[src/rtl/pll_cfg_sequencer.sv]
// Bus-master sequencer that reprograms the PLL register block (kp, ki, N, enable)
// from one valid/ready request, then waits for lock with a settle window and a timeout.
module pll_cfg_sequencer #(
  parameter int                 ADDR_W        = 32,
  parameter int                 DATA_W        = 32,
  parameter logic [ADDR_W-1:0]  BASE_ADDR     = 32'h8000_0000,
  parameter int                 SETTLE_CYCLES = 16,
  parameter int                 LOCK_TIMEOUT  = 4096
) (
  input  logic              HCLK,
  input  logic              HRESETn,
  input  logic              req_valid,
  output logic              req_ready,
  input  logic [15:0]       req_kp,
  input  logic [15:0]       req_ki,
  input  logic [7:0]        req_n,
  output logic              bus_wen,
  output logic [ADDR_W-1:0] bus_addr,
  output logic [DATA_W-1:0] bus_wdata,
  input  logic              bus_request_stall,
  input  logic              pll_lock,
  output logic              busy,
  output logic              done,
  output logic [1:0]        err_code,
  output logic [7:0]        active_n
);

  localparam int CNT_MAX = (SETTLE_CYCLES > LOCK_TIMEOUT) ? SETTLE_CYCLES : LOCK_TIMEOUT;
  localparam int CNT_W   = $clog2(CNT_MAX + 1);
  localparam logic [CNT_W-1:0] SETTLE_LOAD  = CNT_W'(SETTLE_CYCLES - 1);
  localparam logic [CNT_W-1:0] TIMEOUT_LOAD = CNT_W'(LOCK_TIMEOUT - 1);

  typedef enum logic [3:0] {
    IDLE, DIS, WR_KP, WR_KI, WR_N, EN, SETTLE, WAIT_LOCK, ERR_DIS, FIN
  } state_t;

  state_t           state;
  state_t           state_next;
  logic [15:0]      kp_q;
  logic [15:0]      ki_q;
  logic [7:0]       n_q;
  logic [CNT_W-1:0] cnt;
  logic             lock_meta;
  logic             lock_sync;
  logic [3:0]       reg_off;
  logic             accept;
  logic             wr_done;

  // req_ready is gated by reset so nothing is offered while the block is held
  assign req_ready = (state == IDLE) && HRESETn;
  assign accept    = req_valid && req_ready;
  assign wr_done   = bus_wen && !bus_request_stall;
  assign bus_addr  = BASE_ADDR + ADDR_W'(reg_off);

  always_ff @(posedge HCLK or negedge HRESETn) begin
    if (!HRESETn) state <= IDLE;
    else          state <= state_next;
  end

  always_comb begin
    state_next = state;
    case (state)
      IDLE:      if (accept) state_next = (req_n == 8'd0) ? FIN : DIS;
      DIS:       if (wr_done) state_next = WR_KP;
      WR_KP:     if (wr_done) state_next = WR_KI;
      WR_KI:     if (wr_done) state_next = WR_N;
      WR_N:      if (wr_done) state_next = EN;
      EN:        if (wr_done) state_next = SETTLE;
      SETTLE:    if (cnt == '0) state_next = WAIT_LOCK;
      // lock takes priority over a simultaneous timeout expiry
      WAIT_LOCK: begin
        if (lock_sync)        state_next = FIN;
        else if (cnt == '0)   state_next = ERR_DIS;
      end
      ERR_DIS:   if (wr_done) state_next = FIN;
      FIN:       state_next = IDLE;
      default:   state_next = IDLE;
    endcase
  end

  always_comb begin
    bus_wen   = 1'b0;
    reg_off   = 4'h0;
    bus_wdata = '0;
    busy      = (state != IDLE);
    done      = (state == FIN);
    case (state)
      DIS:     begin bus_wen = 1'b1; reg_off = 4'hC; end
      WR_KP:   begin bus_wen = 1'b1; reg_off = 4'h0; bus_wdata = DATA_W'(kp_q); end
      WR_KI:   begin bus_wen = 1'b1; reg_off = 4'h4; bus_wdata = DATA_W'(ki_q); end
      WR_N:    begin bus_wen = 1'b1; reg_off = 4'h8; bus_wdata = DATA_W'(n_q); end
      EN:      begin bus_wen = 1'b1; reg_off = 4'hC; bus_wdata = DATA_W'(1); end
      ERR_DIS: begin bus_wen = 1'b1; reg_off = 4'hC; end
      default: ;
    endcase
  end

  // Request capture, lock synchronizer, settle/timeout counter and status
  always_ff @(posedge HCLK or negedge HRESETn) begin
    if (!HRESETn) begin
      kp_q      <= '0;
      ki_q      <= '0;
      n_q       <= '0;
      cnt       <= '0;
      lock_meta <= 1'b0;
      lock_sync <= 1'b0;
      err_code  <= 2'd0;
      active_n  <= 8'd0;
    end else begin
      lock_meta <= pll_lock;
      lock_sync <= lock_meta;
      if (accept) begin
        kp_q     <= req_kp;
        ki_q     <= req_ki;
        n_q      <= req_n;
        err_code <= (req_n == 8'd0) ? 2'd2 : 2'd0;
      end
      case (state)
        EN:     if (wr_done) cnt <= SETTLE_LOAD;
        SETTLE: begin
          if (cnt == '0) cnt <= TIMEOUT_LOAD;
          else           cnt <= cnt - CNT_W'(1);
        end
        WAIT_LOCK: begin
          if (lock_sync) begin
            active_n <= n_q;
          end else if (cnt == '0) begin
            active_n <= 8'd0;
            err_code <= 2'd1;
          end else begin
            cnt <= cnt - CNT_W'(1);
          end
        end
        default: ;
      endcase
    end
  end

endmodule

[config.mk]
export PLATFORM = sky130hd
export DESIGN_NAME = pll_cfg_sequencer
export DESIGN_NICKNAME = d
export VERILOG_FILES = /design/src/rtl/pll_cfg_sequencer.sv
export SDC_FILE = /design/constraint.sdc
export NUM_CORES = 1
export LEC_CHECK = 0
export CORE_ASPECT_RATIO = 0.5
export CORE_MARGIN = 8
export CORE_UTILIZATION = 42
export DETAILED_ROUTE_END_ITERATION = 10
export GPL_TIMING_DRIVEN = 0
export PLACE_DENSITY = 0.77
export RECOVER_POWER = 50
export SLEW_MARGIN = 20
export SYNTH_ARGS = -nofsm -noshare
export SYNTH_HDL_FRONTEND = slang
export SYNTH_SLANG_ARGS = --single-unit
[constraint.sdc]
create_clock -name HCLK -period 1.9 [get_ports HCLK]
set_clock_uncertainty 0.05 [all_clocks]
set_input_delay 0.38 -clock HCLK [delete_from_list [all_inputs] [get_ports HCLK]]
set_output_delay 0.38 -clock HCLK [all_outputs]
set_load 0.05 [all_outputs]
==> flow_summary_export.csv <==
group,metric,value,unit
worst_setup_path,r2r_start,"state[0]",
route,firstDrtPassIters,5,
finish,final-seq-area,1730,sq um
yosys,avgSynthCellArea,8.68,sq um
route,ant_nets,0,
placed_design,dpl.hpwl,7570,um
power,p_per_area,1570,nW/um^2
worst_setup_path,cp-end-kind,"primary output",
min_path,hold_class,"input pin to asynchronous set/reset pin",
route,wl_per_cell,16.9,um
cts,cts_num_sinks,69,
timing,tightest_slew,0.517,ns
timing,worst_slack,-0.432,ns
run_status,violations,"negative hold slack, negative setup slack",
cts,cts_tree,"done",
yosys,synthCells,430,
cts,clockBufferDepth,2,
worst_setup_path,reg2regPathDepth,6,
cts,cts_root_buf,"clkbuf_16",
cts,cts_buffers,9,
finish,fin_cells,732,
timing,rsz0062_at_grt,"true",
grt,grt_first_pass_wirelength,18200,um
yosys,ys_warn_count,0,
route,dr_wl_met2,6360,um
route,viasPerCell,5.07,
yosys,yosysSeqAreaShare,46.2,%
route,routed-wl-met3,926,um
route,routed.top_layer,"met4",
timing,finalCriticalPeriod,2.33,ns
power,p_leak,0.00308,uW
worst_setup_path,critPathArrivalTime,1.90,ns
yosys,synth.ff_latch_count,69,
grt,antenna_found_initial,0,
timing,hold_ws,-0.0339,ns
grt,grt_max_degree,41,
power,ir_worst_vdd,0.770,mV
timing,fmax,0.429,GHz
finish,final_nets,657,
placed_design,dp_slack,-0.968,ns
floorplan,start_util,43.0,%
worst_setup_path,startpoint_type,"flip-flop",
timing,finalSetupTns,-9.55,ns
timing,slew-limit-headroom,65.6,%
yosys,netlist_area,3730,sq um
power,power,9540,uW
grt,track_usage,18.7,%
worst_setup_path,critPathLaunch,"state[0]",
route,drt_iter0_drc,250,
floorplan,dieArea,12300,sq um
finish,layout_commonest_cell,"nand2_1",
floorplan,die_w,149,um
cts,clkLatencyLatePin,0.34,ns
placed_design,dpl.cell_count,668,
grt,overflow,0,
timing,period_share,123,%
yosys,synthDistinctLibCells,47,
run_status,outcome,"finished, violations left",
finish,multi_input_area,2020,sq um
finish,drive_gt1_share,35.8,%
timing,hold_viol,39,
flow_run,maxCapViolCount,0,
route,wl_met1,4800,um
cts,path_clk_slew,0.05,ns
cts,ctsHtreeMaxLevel,3,
worst_setup_path,cp.required,1.47,ns
floorplan,die_y,82.7,um
worst_setup_path,crit_type,"flip-flop to primary output",
route,drt-total-wl,12400,um
floorplan,core_region_area,8680,sq um
placed_design,numPortBuffers,76,
timing,slew_violations,0,
finish,fillerInstances,616,
grt,grt_pass1_vias,3730,
finish,area_delta_synth_final,62.3,%
finish,diodes,0,
finish,final_cell_mix,"nand2_1, buf_4, dfrtp_1",
worst_setup_path,worstPathMaxFanout,10,
route,vias,3713,
floorplan,fp-row-count,24,
placed_design,routabilityCongestion,0.767,
floorplan,io_pins,123,
route,drc,0,
timing,setup_viol,46,
-- per-layer routing --
metal	up-vias	track usage, %
met5	-	0
met4	0	7.29
met3	30	6.14
met2	160	34.1
met1	1796	20.3
li1	1727	-
-- metrics by stage --
stage          instance area, sq um  util [%]  hold slack, ns
5_1_grt                        6060      69.8         0.00243
3_3_place_gp                   4970      57.3           0.290
3_5_place_dp                   4990      57.5           0.302
6_report                       6060      69.8         -0.0339
2_1_floorplan                  4070         -          0.0344
4_1_cts                        5760      66.4         -0.0178
-- kinds of logic after synthesis --
family / count (synthesis) / share of synthesized area [%]
buffers and inverters: 83 / 13.3
AO/OA/AOI/OAI: 78 / 15.8
adder cells (fa/ha/maj): 2 / 0.670
other: 2 / 0.201
multiplexers: 2 / 0.536
flip-flops: 69 / 46.2
AND/OR/NAND/NOR: 194 / 23.2
-- where the power goes --
part	internal (uW)	switching, uW
logic	2430	3170
clock network	873	625
registers	2020	418
-- cell usage after synthesis (all sizes together) --
cell | instances | area (sq um)
nand3 | 2 | 10.0
o21ai | 7 | 35.0
a22oi | 1 | 7.51
inv | 15 | 56.3
o21ba | 2 | 20.0
and3 | 1 | 6.26
a22o | 17 | 149
or2 | 1 | 6.26
conb | 2 | 7.51
o22ai | 1 | 6.26
o31ai | 2 | 15.0
or4 | 2 | 15.0
nor3b | 2 | 15.0
a2111oi | 1 | 8.76
and2 | 3 | 18.8
o2bb2a | 1 | 10.0
nand2 | 134 | 503
nor4 | 9 | 71.3
a211oi | 1 | 7.51
a21o | 3 | 22.5
clkbuf | 15 | 56.3
a21oi | 16 | 80.1
dfrtp | 69 | 1730
buf | 53 | 385
a31oi | 1 | 6.26
a21boi | 1 | 7.51
nor3 | 9 | 45.0
o22a | 7 | 61.3
ha | 2 | 25.0
o2bb2ai | 2 | 17.5
a221o | 1 | 10.0
or3 | 4 | 25.0
nor2 | 18 | 67.6
mux2i | 2 | 20.0
o21bai | 5 | 37.5
nand4 | 1 | 12.5
nand2b | 3 | 18.8
nor4b | 3 | 38.8
a41oi | 1 | 8.76
a222oi | 8 | 80.1
nor2b | 2 | 12.5
-- registers in the layout, summed over array words and instances, names as in the netlist --
| register | flops |
|---|---|
| ki_q | 16 |
| kp_q | 16 |
| cnt | 13 |
| active_n | 8 |
| n_q | 8 |
| state | 4 |
| err_code | 2 |
| lock_meta | 1 |
| lock_sync | 1 |
-- critical path, stage by stage, from the launching register on --
cell	delay (ns)
dfrtp_2	0.44
buf_12	0.15
nand2_4	0.11
nor3_4	0.07
buf_8	0.15
a222oi_1	0.39
inv_2	0.08
buf_8	0.16
-- layout make-up --
type                       instances  share of cell area (%)
tap                              117                    2.42
timing repair buffer             126                    21.3
clock buffer                      11                    3.84
clock inverter                     5                   0.454
buffer                            67                    9.11
sequential                        69                    28.6
multi-input combinational        322                    33.3
inverter                          15                    1.09
-- final timing paths --
path / endpoint / slack (ns)
worst max-delay path: bus_wdata[6] / -0.43
worst min-delay path: kp_q[10] / -0.03
worst max register to register: state[0] / -0.28
worst min register to register: lock_sync / 0.31
max in group asynchronous: cnt[1] / 1.25
min in group HCLK: lock_sync / 0.31
-- repair_timing --
action / in CTS / in global routing
gates cloned: 2 / 0
pin swaps: 12 / 15
resized for setup: 223 / 69
setup endpoints to repair: 97 / 83
buffers inserted: 34 / 16
hold endpoints to repair: 39 / 0
Power figures use the tool's default switching activity.
